`src/rtl/fft_stream_ctrl_if.sv`:
```
// ----------------------------------------------------------------------------
// fft_stream_ctrl_if
//   Bundles the sample-path signals between the audio FIFO read port, the
//   streaming FFT sink and the fft_stream_ctrl controller.
//
//   FIFO side : fifo_rd_empty (to ctrl), fifo_rdreq (from ctrl),
//               fifo_rd_data (to ctrl, valid the cycle after fifo_rdreq)
//   FFT side  : fft_ready (to ctrl), fft_valid / fft_data / fft_sop /
//               fft_eop / fft_rst_n (from ctrl)
//   Status    : frame_cnt, pad_active (from ctrl)
//
//   Modport master is the controller view, slave is the environment view.
// ----------------------------------------------------------------------------
interface fft_stream_ctrl_if #(
  parameter int DATA_W = 16
);
  logic              fifo_rd_empty;
  logic              fifo_rdreq;
  logic [DATA_W-1:0] fifo_rd_data;
  logic              fft_ready;
  logic              fft_valid;
  logic [DATA_W-1:0] fft_data;
  logic              fft_sop;
  logic              fft_eop;
  logic              fft_rst_n;
  logic [15:0]       frame_cnt;
  logic              pad_active;

  modport master (
    input  fifo_rd_empty, fifo_rd_data, fft_ready,
    output fifo_rdreq, fft_valid, fft_data, fft_sop, fft_eop,
           fft_rst_n, frame_cnt, pad_active
  );

  modport slave (
    output fifo_rd_empty, fifo_rd_data, fft_ready,
    input  fifo_rdreq, fft_valid, fft_data, fft_sop, fft_eop,
           fft_rst_n, frame_cnt, pad_active
  );
endinterface

```
`src/rtl/fft_stream_ctrl.sv`:
```
// ----------------------------------------------------------------------------
// fft_stream_ctrl
//   Moves audio samples from the FIFO read port into a streaming FFT sink.
//   After reset the FFT core is held in reset for RST_CYCLES cycles, then the
//   controller waits for fft_ready and streams samples with valid/ready
//   back-pressure, marking the first/last sample of every FFT_LEN-sample
//   frame with fft_sop/fft_eop. Data passes through a registered output
//   stage backed by a one-entry skid buffer, so one sample per cycle is
//   sustained. Completed frames are counted in frame_cnt.
//
//   Ports:
//     sys_clk  - single clock
//     sys_rst  - asynchronous active-low reset
//     bus      - fft_stream_ctrl_if.master (FIFO read port, FFT sink, status)
//
//   Optional feature (macro FFT_STREAM_ZPAD_EN): when a started frame is
//   starved for PAD_TIMEOUT cycles, the rest of the frame is filled with
//   zero samples and pad_active is raised while that happens. Without the
//   macro pad_active is tied low and a starved frame simply waits.
// ----------------------------------------------------------------------------
module fft_stream_ctrl #(
  parameter int DATA_W      = 16,
  parameter int FFT_LEN     = 128,
  parameter int CNT_W       = 8,
  parameter int RST_CYCLES  = 32,
  parameter int PAD_TIMEOUT = 64
) (
  input  logic              sys_clk,
  input  logic              sys_rst,
  fft_stream_ctrl_if.master bus
);

  localparam int               RCW      = (RST_CYCLES > 1) ? $clog2(RST_CYCLES) : 1;
  localparam logic [RCW-1:0]   RST_LAST = RCW'(RST_CYCLES - 1);
  localparam logic [CNT_W-1:0] IDX_LAST = CNT_W'(FFT_LEN - 1);

  typedef enum logic [1:0] {
    S_HOLD     = 2'd0,
    S_WAIT_RDY = 2'd1,
    S_RUN      = 2'd2,
    S_PAD      = 2'd3
  } state_e;

  state_e            state_q, state_d;
  logic [RCW-1:0]    rst_cnt_q, rst_cnt_d;
  logic              fft_rst_n_q, fft_rst_n_d;
  logic              inflight_q, inflight_d;
  logic              out_vld_q, out_vld_d;
  logic [DATA_W-1:0] out_data_q, out_data_d;
  logic              out_sop_q, out_sop_d;
  logic              out_eop_q, out_eop_d;
  logic              skid_vld_q, skid_vld_d;
  logic [DATA_W-1:0] skid_data_q, skid_data_d;
  logic [CNT_W-1:0]  idx_q, idx_d;
  logic [15:0]       frame_cnt_q, frame_cnt_d;

  logic              xfer_s;
  logic              out_free_s;
  logic [1:0]        occ_s;
  logic              room_s;
  logic              rdreq_s;
  logic [CNT_W-1:0]  idx_nx_s;

`ifdef FFT_STREAM_ZPAD_EN
  localparam int             PCW      = $clog2(PAD_TIMEOUT + 1);
  localparam logic [PCW-1:0] PAD_LAST = PCW'(PAD_TIMEOUT - 1);

  logic [PCW-1:0]    starve_q, starve_d;
  logic              pad_active_q, pad_active_d;
  logic              starve_s;
  logic              pad_load_s;
`endif

  // Handshake qualifiers, FIFO read request and index of the next loaded word
  always_comb begin
    xfer_s     = out_vld_q & bus.fft_ready;
    out_free_s = ~out_vld_q | xfer_s;
    // Words held after this edge (output + skid + returning). A new read is
    // only safe if its word still fits when the sink stalls next cycle.
    occ_s      = {1'b0, out_vld_q} + {1'b0, skid_vld_q} + {1'b0, inflight_q};
    room_s     = ((occ_s - {1'b0, xfer_s}) < 2'd2);
    rdreq_s    = (state_q == S_RUN) & ~bus.fifo_rd_empty & room_s;
    if (xfer_s) begin
      if (idx_q == IDX_LAST) begin
        idx_nx_s = {CNT_W{1'b0}};
      end else begin
        idx_nx_s = idx_q + CNT_W'(1);
      end
    end else begin
      idx_nx_s = idx_q;
    end
  end

  // Next-state logic: FSM, reset delay, output stage, skid buffer, counters
  always_comb begin
    state_d     = state_q;
    rst_cnt_d   = rst_cnt_q;
    fft_rst_n_d = fft_rst_n_q;
    inflight_d  = rdreq_s;
    out_vld_d   = out_vld_q;
    out_data_d  = out_data_q;
    out_sop_d   = out_sop_q;
    out_eop_d   = out_eop_q;
    skid_vld_d  = skid_vld_q;
    skid_data_d = skid_data_q;
    idx_d       = idx_nx_s;
    frame_cnt_d = frame_cnt_q;
`ifdef FFT_STREAM_ZPAD_EN
    starve_d     = starve_q;
    starve_s     = (idx_q != {CNT_W{1'b0}}) & ~out_vld_q & ~skid_vld_q &
                   ~inflight_q & bus.fifo_rd_empty;
    // Keep filling zeros until the frame's last sample sits in the output.
    pad_load_s   = (state_q == S_PAD) & ~(out_vld_q & out_eop_q);
    pad_active_d = pad_active_q;
`endif

    if (xfer_s) begin
      out_vld_d = 1'b0;
      if (out_eop_q) begin
        frame_cnt_d = frame_cnt_q + 16'd1;
      end else begin
        frame_cnt_d = frame_cnt_q;
      end
    end else begin
      out_vld_d = out_vld_q;
    end

    // The skid word is older than the returning word, so it goes out first.
    if (out_free_s) begin
      if (skid_vld_q) begin
        out_vld_d   = 1'b1;
        out_data_d  = skid_data_q;
        out_sop_d   = (idx_nx_s == {CNT_W{1'b0}});
        out_eop_d   = (idx_nx_s == IDX_LAST);
        skid_vld_d  = inflight_q;
        skid_data_d = bus.fifo_rd_data;
      end else if (inflight_q) begin
        out_vld_d   = 1'b1;
        out_data_d  = bus.fifo_rd_data;
        out_sop_d   = (idx_nx_s == {CNT_W{1'b0}});
        out_eop_d   = (idx_nx_s == IDX_LAST);
        skid_vld_d  = 1'b0;
`ifdef FFT_STREAM_ZPAD_EN
      end else if (pad_load_s) begin
        out_vld_d   = 1'b1;
        out_data_d  = {DATA_W{1'b0}};
        out_sop_d   = (idx_nx_s == {CNT_W{1'b0}});
        out_eop_d   = (idx_nx_s == IDX_LAST);
        skid_vld_d  = 1'b0;
`endif
      end else begin
        skid_vld_d  = 1'b0;
      end
    end else begin
      if (inflight_q) begin
        skid_vld_d  = 1'b1;
        skid_data_d = bus.fifo_rd_data;
      end else begin
        skid_vld_d  = skid_vld_q;
      end
    end

    case (state_q)
      S_HOLD: begin
        if (rst_cnt_q == RST_LAST) begin
          fft_rst_n_d = 1'b1;
          state_d     = S_WAIT_RDY;
        end else begin
          rst_cnt_d   = rst_cnt_q + RCW'(1);
        end
      end
      S_WAIT_RDY: begin
        if (bus.fft_ready) begin
          state_d = S_RUN;
        end else begin
          state_d = S_WAIT_RDY;
        end
      end
      S_RUN: begin
`ifdef FFT_STREAM_ZPAD_EN
        if (inflight_q) begin
          starve_d = {PCW{1'b0}};
        end else if (starve_s) begin
          if (starve_q == PAD_LAST) begin
            starve_d = {PCW{1'b0}};
            state_d  = S_PAD;
          end else begin
            starve_d = starve_q + PCW'(1);
          end
        end else begin
          starve_d = starve_q;
        end
`else
        state_d = S_RUN;
`endif
      end
      S_PAD: begin
`ifdef FFT_STREAM_ZPAD_EN
        if (xfer_s & out_eop_q) begin
          state_d  = S_RUN;
          starve_d = {PCW{1'b0}};
        end else begin
          state_d  = S_PAD;
        end
`else
        state_d = S_HOLD;
`endif
      end
      default: begin
        state_d = S_HOLD;
      end
    endcase

`ifdef FFT_STREAM_ZPAD_EN
    pad_active_d = (state_d == S_PAD);
`endif
  end

  // State and output registers
  always_ff @(posedge sys_clk or negedge sys_rst) begin
    if (!sys_rst) begin
      state_q      <= S_HOLD;
      rst_cnt_q    <= {RCW{1'b0}};
      fft_rst_n_q  <= 1'b0;
      inflight_q   <= 1'b0;
      out_vld_q    <= 1'b0;
      out_data_q   <= {DATA_W{1'b0}};
      out_sop_q    <= 1'b0;
      out_eop_q    <= 1'b0;
      skid_vld_q   <= 1'b0;
      skid_data_q  <= {DATA_W{1'b0}};
      idx_q        <= {CNT_W{1'b0}};
      frame_cnt_q  <= 16'd0;
`ifdef FFT_STREAM_ZPAD_EN
      starve_q     <= {PCW{1'b0}};
      pad_active_q <= 1'b0;
`endif
    end else begin
      state_q      <= state_d;
      rst_cnt_q    <= rst_cnt_d;
      fft_rst_n_q  <= fft_rst_n_d;
      inflight_q   <= inflight_d;
      out_vld_q    <= out_vld_d;
      out_data_q   <= out_data_d;
      out_sop_q    <= out_sop_d;
      out_eop_q    <= out_eop_d;
      skid_vld_q   <= skid_vld_d;
      skid_data_q  <= skid_data_d;
      idx_q        <= idx_d;
      frame_cnt_q  <= frame_cnt_d;
`ifdef FFT_STREAM_ZPAD_EN
      starve_q     <= starve_d;
      pad_active_q <= pad_active_d;
`endif
    end
  end

  assign bus.fifo_rdreq = rdreq_s;
  assign bus.fft_valid  = out_vld_q;
  assign bus.fft_data   = out_data_q;
  assign bus.fft_sop    = out_sop_q;
  assign bus.fft_eop    = out_eop_q;
  assign bus.fft_rst_n  = fft_rst_n_q;
  assign bus.frame_cnt  = frame_cnt_q;
`ifdef FFT_STREAM_ZPAD_EN
  assign bus.pad_active = pad_active_q;
`else
  assign bus.pad_active = 1'b0;
`endif

endmodule

```
`src/flat_wrapper.sv`:
```
// flat-port wrapper written by rule: the top's interface ports become plain ports
module fft_stream_ctrl_flat 
#(
  parameter int DATA_W      = 16,
  parameter int FFT_LEN     = 128,
  parameter int CNT_W       = 8,
  parameter int RST_CYCLES  = 32,
  parameter int PAD_TIMEOUT = 64
)
  (sys_clk, sys_rst, bus_fifo_rd_empty, bus_fifo_rd_data, bus_fft_ready, bus_fifo_rdreq, bus_fft_valid, bus_fft_data, bus_fft_sop, bus_fft_eop, bus_fft_rst_n, bus_frame_cnt, bus_pad_active);
  fft_stream_ctrl_if #(.DATA_W(DATA_W)) bus_i ();
  input  logic sys_clk;
  input  logic sys_rst;
  input wire logic [$bits(bus_i.fifo_rd_empty)-1:0] bus_fifo_rd_empty;
  input wire logic [$bits(bus_i.fifo_rd_data)-1:0] bus_fifo_rd_data;
  input wire logic [$bits(bus_i.fft_ready)-1:0] bus_fft_ready;
  output wire logic [$bits(bus_i.fifo_rdreq)-1:0] bus_fifo_rdreq;
  output wire logic [$bits(bus_i.fft_valid)-1:0] bus_fft_valid;
  output wire logic [$bits(bus_i.fft_data)-1:0] bus_fft_data;
  output wire logic [$bits(bus_i.fft_sop)-1:0] bus_fft_sop;
  output wire logic [$bits(bus_i.fft_eop)-1:0] bus_fft_eop;
  output wire logic [$bits(bus_i.fft_rst_n)-1:0] bus_fft_rst_n;
  output wire logic [$bits(bus_i.frame_cnt)-1:0] bus_frame_cnt;
  output wire logic [$bits(bus_i.pad_active)-1:0] bus_pad_active;
  assign bus_i.fifo_rd_empty = bus_fifo_rd_empty;
  assign bus_i.fifo_rd_data = bus_fifo_rd_data;
  assign bus_i.fft_ready = bus_fft_ready;
  assign bus_fifo_rdreq = bus_i.fifo_rdreq;
  assign bus_fft_valid = bus_i.fft_valid;
  assign bus_fft_data = bus_i.fft_data;
  assign bus_fft_sop = bus_i.fft_sop;
  assign bus_fft_eop = bus_i.fft_eop;
  assign bus_fft_rst_n = bus_i.fft_rst_n;
  assign bus_frame_cnt = bus_i.frame_cnt;
  assign bus_pad_active = bus_i.pad_active;
  fft_stream_ctrl #(.DATA_W(DATA_W), .FFT_LEN(FFT_LEN), .CNT_W(CNT_W), .RST_CYCLES(RST_CYCLES), .PAD_TIMEOUT(PAD_TIMEOUT)) u_core (.sys_clk(sys_clk), .sys_rst(sys_rst), .bus(bus_i));
endmodule
```
`config.mk`:
```
export PLATFORM = sky130hd
export DESIGN_NAME = fft_stream_ctrl_flat
export DESIGN_NICKNAME = d
export VERILOG_FILES = /design/src/rtl/fft_stream_ctrl_if.sv /design/src/rtl/fft_stream_ctrl.sv /design/src/flat_wrapper.sv
export SDC_FILE = /design/constraint.sdc
export NUM_CORES = 1
export LEC_CHECK = 0
export CAP_MARGIN = 20
export CORE_UTILIZATION = 30
export CTS_CLUSTER_DIAMETER = 40
export DETAILED_ROUTE_END_ITERATION = 8
export GPL_TIMING_DRIVEN = 0
export PLACE_DENSITY_LB_ADDON = 0.1
export SLEW_MARGIN = 10
export SYNTH_ARGS = -nofsm -noshare
export SYNTH_HDL_FRONTEND = slang
export SYNTH_SLANG_ARGS = --single-unit
export TNS_END_PERCENT = 5
```
`constraint.sdc`:
```
create_clock -name sys_clk -period 2.7 [get_ports sys_clk]
set_input_delay 0.54 -clock sys_clk [delete_from_list [all_inputs] [get_ports sys_clk]]
set_output_delay 0.54 -clock sys_clk [all_outputs]
set_load 0.01 [all_outputs]
```
==> results of run 1 <==
==> metal layers <==
metal  up-vias  global-route usage, %  wire length [um]
met2        44                   20.5              3050
met5         -                      0                 0
met3         7                   4.76               325
li1       1084                      -                 -
met4         0                   3.67                79
met1      1072                   16.7              3170
==> metrics by stage <==
stage                     setup WS, ns  hold WS (ns)  TNS, ns  total power [W]
after global routing            0.0191         0.157        0          0.00430
final                            0.107         0.125        0          0.00402
after global placement           -1.50         0.440  -103.58          0.00302
after detailed placement        -0.387         0.447   -0.387          0.00305
after CTS                       0.0141         0.143        0          0.00395
after floorplan                  0.214         0.244        0          0.00245
==> critical path, cell delays in order (launching register included) <==
cell	delay [ns]
dfrtp_2	0.42
and2_4	0.17
ha_4	0.25
inv_2	0.04
ha_4	0.27
a21oi_4	0.06
xnor2_2	0.15
nor3_2	0.19
buf_2	0.16
==> how the worst max path moves through the flow <==
stage / from / endpoint / slack [ns] / cells after the start
global placement: sys_rst / u_core.skid_data_q[9] / -1.50 / 1
finish: u_core.bus.fft_valid / bus_fifo_rdreq / 0.11 / 8
CTS: u_core.bus.fft_valid / bus_fifo_rdreq / 0.01 / 8
global route: u_core.bus.fft_valid / bus_fifo_rdreq / 0.02 / 8
floorplan: bus_fft_ready / bus_fifo_rdreq / 0.21 / 8
detailed placement: bus_fft_ready / bus_fifo_rdreq / -0.39 / 9
==> sequential cells by signal (all words and copies together) (netlist names), named ones only <==
register / count
u_core.bus.fft_data: 16
u_core.bus.frame_cnt: 16
u_core.skid_data_q: 16
u_core.idx_q: 8
u_core.rst_cnt_q: 5
u_core.bus.fft_eop: 1
u_core.bus.fft_rst_n: 1
u_core.bus.fft_sop: 1
u_core.bus.fft_valid: 1
u_core.inflight_q: 1
u_core.skid_vld_q: 1
u_core.state_q: 1
==> logic make-up (layout without fill, tap and decap cells) <==
kind of cell               Yosys count  in the layout  synth area share (%)
xor gates and xnor gates            24             24                  6.70
buffers and inverters               18             95                  2.71
and+or+nand+nor                     80             80                  12.8
other                                1              1                 0.120
adders and majority gates            6              6                  2.39
DFF                                 69             69                  55.0
AOI/OAI and AO/OA                   35             35                  7.18
muxes                               38             38                  13.0
==> placed cells by master (no fill, tap or decap), types with 2 or more instances in the layout <==
cell / count
clkbuf_8: 10
o21ai_0: 19
nor2_2: 2
inv_1: 4
nand4_1: 6
buf_4: 8
ha_1: 4
nand3_1: 8
buf_2: 9
xnor2_1: 19
nand2_1: 35
mux2i_1: 17
mux2_2: 20
nand3b_1: 3
dfrtp_1: 68
and4_1: 3
clkbuf_1: 5
clkinv_2: 2
nor2_1: 6
ha_4: 2
clkdlybuf4s50_1: 53
nand2b_1: 3
and3_1: 5
xor2_1: 4
nor3_1: 2
==> Yosys cell counts, types with 4 or more instances <==
cell | count | area (um^2)
nand4_1 | 6 | 37.5
dfrtp_1 | 69 | 1730
o21ai_0 | 19 | 95.1
xnor2_1 | 20 | 175
nor2_1 | 6 | 22.5
and3_1 | 5 | 31.3
buf_2 | 8 | 40.0
nand2_1 | 35 | 131
mux2i_1 | 17 | 170
nand3_1 | 8 | 40.0
ha_1 | 6 | 75.1
xor2_1 | 4 | 35.0
mux2_2 | 20 | 225
inv_1 | 5 | 18.8
==> power groups by stage <==
stage | Combinational [W] | Clock (W) | Sequential (W)
2_1_floorplan | 0.000868 | 0 | 0.00159
3_3_place_gp | 0.00145 | 0 | 0.00157
3_5_place_dp | 0.00148 | 0 | 0.00158
4_1_cts | 0.00153 | 0.000872 | 0.00155
5_1_grt | 0.00180 | 0.000916 | 0.00159
6_report | 0.00163 | 0.000844 | 0.00154
==> layout make-up <==
| cell class | instances | area (um^2) |
|---|---|---|
| well taps | 133 | 166 |
| flip-flops and latches | 69 | 1730 |
| multi-input cells | 184 | 1380 |
| fillers | 976 | 5810 |
| clock buffers | 12 | 145 |
| clock inverters | 4 | 47.5 |
| repair buffers | 61 | 601 |
| plain buffers | 13 | 66.3 |
| inverters | 5 | 18.8 |
==> repair_timing <==
| item | CTS | global route |
|---|---|---|
| setup endpoints to repair | 1 | 1 |
| setup buffers | 3 | 2 |
| hold endpoints to repair | 0 | 0 |
| gates resized for setup | 6 | 6 |
| pin swaps | 1 | 3 |
| hold buffers | 0 | 0 |
==> run summary, run 1 <==
status: completed
Initial DRT Pass Iterations: 4
GRT overflow: 0
proportion of layout cells with a drive suffix above 1: 19.0%
sequential cell fraction of total power: 38.4%
Mean Syn Cell Area: 11.6 um^2
Slew @ Worst Pin: 0.631 ns
via density per instance: 4.59
R2R Setup Slk: 0.69 ns
port bufs: 55
Core Rows: 36
Worst Setup End Kind: output pin
fin crit share: 96.0%
Post-DP Area: 0.00387 mm^2
fmax: 386 MHz
total die area: 0.0109 mm^2
maximum buffer depth of the clock tree: 2
post-synthesis cell count: 271
initial antenna violation count: 0
max_slew headroom: 57.6%
die width: 104 um
synthesis-to-finish area growth: 32.2%
Final GP Congestion: 0.701
TritonCTS clock tree: yes
EDFF count, synth: 0
Critical Path Start Type: flip-flop
1st-iter DRT viols: 60
CTS sink count: 69
HPWL after DPL: 4.50 mm
routed via count: 2207
Max Cap Viol: 0
Seq/Total Area, Yosys: 55.0%
Avg WL per Cell: 13.8 um
Reg-to-Reg Start: u_core.rst_cnt_q[0]
vias in the first global route: 2182
Slew Limit Fails: 0
Final Hold Fails: 0
post-route design area: 0.00415 mm^2
overall routing resource usage: 13.0%
area of the core: 0.00995 mm^2
WS Path Type: flip-flop to output pin
Final Skew: 0.00617 ns
Final Critical Period: 2.59 ns
unrepaired setup endpoints after global routing: no
Num CTS Buffers: 9
initial core utilization: 31.5%
Yosys Warn Count: 0
Power Density: 969 mW/mm^2
dpl cells: 460
final-report setup violation count: 0
die height: 104 um
worst path arrival time: 2.05 ns
Synth cell types: 44
Logic pwr share: 40.5%
Lkg Pwr: 1.80 nW
worst r2r path cells: 5
Clk Latency, worst-skew pair: 0.34 ns
clock root buffer: clkbuf_8
H-tree Lvls: 3
nets: 369
Req. time, crit path: 2.16 ns
Sw Share: 33.9%
Syn Std Cell Area: 0.00314 mm^2
largest net degree at the start of global routing: 39
Worst VDD drop: 0.460 mV
IO Pins: 58
DRC errors left: 0
#FFs+latches synth: 69
critical-path maximum fanout: 2
ys async rst share: 100%
Synth Flop Type: dfrtp_1
Core Util, Final: 41.7%
reg2reg end: u_core.rst_cnt_q[4]
DRT Wirelength: 6.63 mm
Worst-path clk slew: 0.07 ns
Post-Layout Cell Count: 481
Cell Int Power: 0.00266 W
Net Count, Synth: 297
sw power: 0.00136 W
diode count: 0
Hold WC Path Type: input port to async pin
Antenna Nets Post-Route: 0
first-pass GRT wire length: 11.1 mm
clock network fraction of total power: 21.0%
Note: power is estimated with default switching activity, not from simulation.
==> run 2: changes to the inputs <==
--- a/config.mk
+++ b/config.mk
@@ -7,6 +7,7 @@
 export LEC_CHECK = 0
 export CAP_MARGIN = 20
 export CORE_UTILIZATION = 30
+export CTS_BUF_LIST = sky130_fd_sc_hd__clkbuf_2 sky130_fd_sc_hd__clkbuf_4 sky130_fd_sc_hd__clkbuf_8
 export CTS_CLUSTER_DIAMETER = 40
 export DETAILED_ROUTE_END_ITERATION = 8
 export GPL_TIMING_DRIVEN = 0
==> run 2 against run 1 <==
  * Count of clock-buffer cells in the layout is the same
  * Global-route usage grew 0.067 points
  * Core utilization grew 0.075 points
  * Final area grew 0.18%
  * Sequential cell count is the same
  * Routed wire length grew 0.20%
  * Via count shrank 0.54%
  * Sequential power is essentially flat
  * Non-clock buffer count is the same
  * Sequential share of layout area shrank 0.075 points
==> run summary, run 2 (synthesis gave the netlist of run 1 again) <==
routed via count: 2195 (-0.54%)
maximum buffer depth of the clock tree: 2 (unchanged)
die height: 104 um (unchanged)
critical path, cell by cell: and2_4 -> ha_4 -> inv_2 -> ha_4 -> a21oi_4 -> xnor2_2 -> nor3_2 -> buf_2
cell repeated most along the worst path: ha_4
Critical Path Start Type: flip-flop
Post-Layout Cell Count: 481 (unchanged)
post-route design area: 0.00416 mm^2 (+0.18%)
WS Path Type: flip-flop to output pin
IO Pins: 58 (unchanged)
fin crit share: 96.0% (about the same)
Num CTS Buffers: 9 (unchanged)
status: completed
synthesis-to-finish area growth: 32.4%
commonest non-fill, non-tap cell in the layout: dfrtp_1
worst path arrival time: 2.05 ns (about the same)
via density per instance: 4.56 (-0.54%)
Worst Setup End Kind: output pin
Clk Latency, worst-skew pair: 0.34 ns (about the same)
Core Rows: 36 (unchanged)
Design Power: 0.00404 W (+0.50%)
TritonCTS clock tree: yes
die width: 104 um (unchanged)
Hold WC Path Type: input port to async pin
fmax: 386 MHz (about the same)
Hold Slack: 0.134 ns (+0.00896 ns)
DRC errors left: 0 (unchanged)
crit path buf inv count: 2 (unchanged)
max_slew headroom: 57.9% (+0.31 points)
Crit-path slowest cell: dfrtp_2
Worst VDD drop: 0.403 mV (-12%)
port bufs: 55 (unchanged)
unrepaired setup endpoints after global routing: no
Final Skew: 0.00543 ns (-0.000743 ns)
Worst-path clk slew: 0.07 ns (about the same)
nets: 369 (unchanged)
diode count: 0 (unchanged)
CP delay by family, top: adder cells
overall routing resource usage: 13.1% (+0.067 points)
GRT overflow: 0 (unchanged)
clock root buffer: clkbuf_8
Slew Limit Fails: 0 (unchanged)
dpl cells: 460 (unchanged)
Antenna Nets Post-Route: 0 (unchanged)
area of the core: 0.00995 mm^2 (unchanged)
pre-CTS WS: -0.387 ns (unchanged)
Max Cap Viol: 0 (unchanged)
Final Critical Period: 2.59 ns (-0.00220 ns)
Slew @ Worst Pin: 0.627 ns (-0.00456 ns)
CP peak stage delay: 0.41 ns (about the same)
CTS sink count: 69 (unchanged)
first-pass GRT wire length: 11.1 mm (+0.44%)
# fillers: 979 (+0.31%)
Final Hold Fails: 0 (unchanged)
worst setup margin: 0.109 ns (+0.00220 ns)
Power Density: 972 mW/mm^2 (+0.32%)
DRT Wirelength: 6.65 mm (+0.20%)
vias in the first global route: 2196 (+0.64%)
initial core utilization: 31.5% (unchanged)
Final GP Congestion: 0.701 (unchanged)
Post-DP Area: 0.00387 mm^2 (unchanged)
final-report setup violation count: 0 (unchanged)
H-tree Lvls: 3 (unchanged)
Avg WL per Cell: 13.8 um (+0.20%)
1st-iter DRT viols: 45 (-25%)
commonest non-fill, non-tap cells in the layout: 68 x dfrtp_1, 53 x clkdlybuf4s50_1, 35 x nand2_1
critical-path maximum fanout: 2 (unchanged)
initial antenna violation count: 0 (unchanged)
Initial DRT Pass Iterations: 4 (unchanged)
Lkg Pwr: 1.80 nW (+0.38%)
proportion of layout cells with a drive suffix above 1: 19.5% (+0.57 points)
total die area: 0.0109 mm^2 (unchanged)
hold_buf cts: 0 (unchanged)
largest net degree at the start of global routing: 39 (unchanged)
HPWL after DPL: 4.50 mm (unchanged)
Req. time, crit path: 2.16 ns (about the same)
==> run 2: cell types whose count changed in the layout (fill, tap and decap cells not counted) <==
| cell | before | now |
|---|---|---|
| clkbuf_4 | 0 | 2 |
| clkbuf_1 | 5 | 3 |
==> run 2: worst paths after layout <==
| check | startpoint | endpoint | slack [ns] | cells after the start |
|---|---|---|---|---|
| worst max-delay path | u_core.bus.fft_valid | bus_fifo_rdreq | 0.11 | 8 |
| worst min register to register | u_core.bus.fft_rst_n | u_core.bus.fft_rst_n | 0.46 | 1 |
| worst max register to register | u_core.rst_cnt_q[0] | u_core.rst_cnt_q[1] | 0.70 | 5 |
| worst min-delay path | sys_rst | u_core.bus.fft_sop | 0.13 | 1 |
| max in group asynchronous | sys_rst | u_core.skid_data_q[8] | 2.01 | 2 |
| min in group sys_clk | u_core.bus.fft_rst_n | u_core.bus.fft_rst_n | 0.46 | 1 |
==> run 2: area by class of cell <==
class	instances	area (um^2)	share of cell area, %
flip-flops and latches	69	1730	41.6
well taps	133	166	4.00
inverters	5	18.8	0.452
clock buffers	12	153	3.67
repair buffers	61	601	14.5
plain buffers	13	66.3	1.60
multi-input cells	184	1380	33.1
clock inverters	4	47.5	1.14
==> run 2: layer usage <==
metal  vias up  GRT usage (%)  part of all wire, %  wire, um
li1       1081              -                    -         -
met1      1067           16.9                   49      3230
met2        41           20.3                   46      3030
met3         6           4.76                  4.7       314
met4         0           3.98                  1.1        70
met5         -              0                    0         0
==> run 2: where the power goes <==
group,switching (W),internal [W]
clock,0.000393,0.000470
sequential,0.000191,0.00135
combinational,0.000777,0.000855
==> run 2: timing repair <==
action / CTS / global route
setup endpoints to repair: 1 / 1
setup buffers: 3 / 2
pin swaps: 1 / 3
gates resized for setup: 6 / 6
==> run 2: through the flow <==
step                utilization [%]  TNS, ns
global placement               38.7  -103.58
finish                         41.7        0
detailed placement             38.9   -0.387
floorplan                         -        0
CTS                            41.2        0
global route                   41.7        0
==> run 3: changes to the inputs <==
--- a/config.mk
+++ b/config.mk
@@ -6,6 +6,8 @@
 export NUM_CORES = 1
 export LEC_CHECK = 0
 export CAP_MARGIN = 20
+export CELL_PAD_IN_SITES_DETAIL_PLACEMENT = 0
+export CELL_PAD_IN_SITES_GLOBAL_PLACEMENT = 1
 export CORE_UTILIZATION = 30
 export CTS_BUF_LIST = sky130_fd_sc_hd__clkbuf_2 sky130_fd_sc_hd__clkbuf_4 sky130_fd_sc_hd__clkbuf_8
 export CTS_CLUSTER_DIAMETER = 40
@@ -16,4 +18,4 @@
 export SYNTH_ARGS = -nofsm -noshare
 export SYNTH_HDL_FRONTEND = slang
 export SYNTH_SLANG_ARGS = --single-unit
-export TNS_END_PERCENT = 5
+export TNS_END_PERCENT = 50
==> run 3 against run 2 <==
  * Non-clock buffer count is the same
  * Via count shrank 0.14%
  * Routed wire length grew 1.6%
  * Largest power group unchanged
  * First-iteration DRC count grew 84%
  * Sequential power is essentially flat
  * Clock skew grew 0.0051 ns
  * Maximum frequency shrank 1.1%
  * Sequential share of layout area shrank 0.15 points
  * Total power grew 2.0%
==> run summary, run 3 (synthesis gave the netlist of run 1 again) <==
GRT overflow: 0 (unchanged)
Hold WC Path Type: input port to async pin
fin crit share: 97.0% (+1.0 points)
CP peak stage delay: 0.43 ns (+0.02 ns)
Num CTS Buffers: 9 (unchanged)
commonest non-fill, non-tap cell in the layout: dfrtp_1
total die area: 0.0109 mm^2 (unchanged)
1st-iter DRT viols: 83 (+84%)
Reg-to-Reg Start: u_core.bus.fft_valid
DRT Wirelength: 6.75 mm (+1.6%)
proportion of layout cells with a drive suffix above 1: 18.7% (-0.81 points)
maximum buffer depth of the clock tree: 2 (unchanged)
status: completed
CP delay by family, top: adder cells
first-pass GRT wire length: 11.2 mm (+1.3%)
DRC errors left: 0 (unchanged)
pre-CTS WS: -0.422 ns (-0.0349 ns)
Avg WL per Cell: 14.1 um (+1.8%)
nets: 369 (unchanged)
diode count: 0 (unchanged)
clock root buffer: clkbuf_8
R2R Setup Slk: 0.61 ns (-0.09 ns)
Antenna Nets Post-Route: 0 (unchanged)
max_slew headroom: 58.0% (+0.11 points)
routed via count: 2192 (-0.14%)
Clk Latency, worst-skew pair: 0.35 ns (about the same)
vias in the first global route: 2215 (+0.87%)
H-tree Lvls: 3 (unchanged)
Final Skew: 0.0106 ns (+0.00513 ns)
fmax: 382 MHz (-1.1%)
Worst VDD drop: 0.440 mV (+9.1%)
worst path arrival time: 2.08 ns (+0.03 ns)
initial core utilization: 31.5% (unchanged)
die width: 104 um (unchanged)
Core Rows: 36 (unchanged)
Req. time, crit path: 2.16 ns (about the same)
crit path buf inv count: 2 (unchanged)
critical-path maximum fanout: 4 (+2)
Slew @ Worst Pin: 0.624 ns (-0.00229 ns)
Initial DRT Pass Iterations: 4 (unchanged)
Crit-path slowest cell: dfrtp_2
Worst-path clk slew: 0.08 ns (about the same)
area of the core: 0.00995 mm^2 (unchanged)
TritonCTS clock tree: yes
Slew Limit Fails: 0 (unchanged)
overall routing resource usage: 13.2% (+0.16 points)
via density per instance: 4.57 (about the same)
die height: 104 um (unchanged)
Final GP Congestion: 0.666 (-4.9%)
HPWL after DPL: 4.50 mm (unchanged)
WS Path Type: flip-flop to output pin
synthesis-to-finish area growth: 32.9%
worst setup margin: 0.0811 ns (-0.0280 ns)
Worst Setup End Kind: output pin
unrepaired setup endpoints after global routing: no
Power Density: 988 mW/mm^2 (+1.7%)
initial antenna violation count: 0 (unchanged)
CTS sink count: 69 (unchanged)
Max Cap Viol: 0 (unchanged)
critical path, cell by cell: and2_4 -> ha_1 -> inv_2 -> ha_4 -> a21oi_2 -> xnor2_1 -> nor3_2 -> buf_2
IO Pins: 58 (unchanged)
Lkg Pwr: 1.81 nW (+0.45%)
worst r2r path cells: 11 (+6)
Final Critical Period: 2.62 ns (+0.0280 ns)
commonest non-fill, non-tap cells in the layout: 68 x dfrtp_1, 53 x clkdlybuf4s50_1, 35 x nand2_1
port bufs: 55 (unchanged)
reg2reg end: u_core.inflight_q
final-report setup violation count: 0 (unchanged)
Final Hold Fails: 0 (unchanged)
Critical Path Start Type: flip-flop
Hold Slack: 0.0546 ns (-0.0795 ns)
largest net degree at the start of global routing: 55 (+41%)
run 3: changes by cell type in the layout (fill, tap and decap cells not counted), sizes merged:
cell and delta:
clkinv -1, bufinv +2, inv +1, clkbuf -3
run 3: per-stage QoR:
step                      setup TNS [ns]  instance area (um^2)  power, W  instances  util, %
after floorplan                        0                  3140   0.00245        271        -
after global placement           -111.72                  3850   0.00302        459     38.7
after detailed placement          -0.422                  3880   0.00304        460     39.0
after CTS                              0                  4150   0.00415        479     41.7
after global routing                   0                  4170   0.00441        480     41.9
final                                  0                  4170   0.00412        480     41.9
run 3: repair_timing:
item                       in CTS  in global routing
cloned                          0                  0
setup endpoints to repair       1                  1
pin swaps                       1                  3
buffers inserted                4                  1
hold buffers                    0                  0
resized for setup               7                  2
run 3: final cells by class:
cell class / instances / area, um^2
Fill cell: 985 / 5780
Sequential cell: 69 / 1730
Multi-Input combinational cell: 184 / 1350
Timing Repair Buffer: 61 / 608
Tap cell: 133 / 166
Clock buffer: 9 / 124
Clock inverter: 6 / 111
Buffer: 13 / 66.3
Inverter: 5 / 18.8
run 3: how the worst max path moves through the flow:
stage	from	endpoint	slack (ns)	depth (start not counted)
2_1_floorplan	bus_fft_ready	bus_fifo_rdreq	0.21	8
3_3_place_gp	sys_rst	u_core.bus.fft_data[9]	-1.62	1
3_5_place_dp	bus_fft_ready	bus_fifo_rdreq	-0.42	9
4_1_cts	u_core.bus.fft_valid	bus_fifo_rdreq	0.01	8
5_1_grt	u_core.bus.fft_valid	bus_fifo_rdreq	0.0002	8
6_report	u_core.bus.fft_valid	bus_fifo_rdreq	0.08	8
run 3: per-layer routing:
layer	up-vias	part of all wire [%]	global-route usage, %
li1	1086	-	-
met3	10	5.4	4.57
met2	45	44	19.9
met5	-	0	0
met1	1051	49	17.4
met4	0	1.5	5.20
run 3: power by group:
part | internal, W | total [W] | switching, W
combinational | 0.000818 | 0.00156 | 0.000744
sequential | 0.00135 | 0.00153 | 0.000178
clock | 0.000611 | 0.00103 | 0.000417
total | 0.00278 | 0.00412 | 0.00134
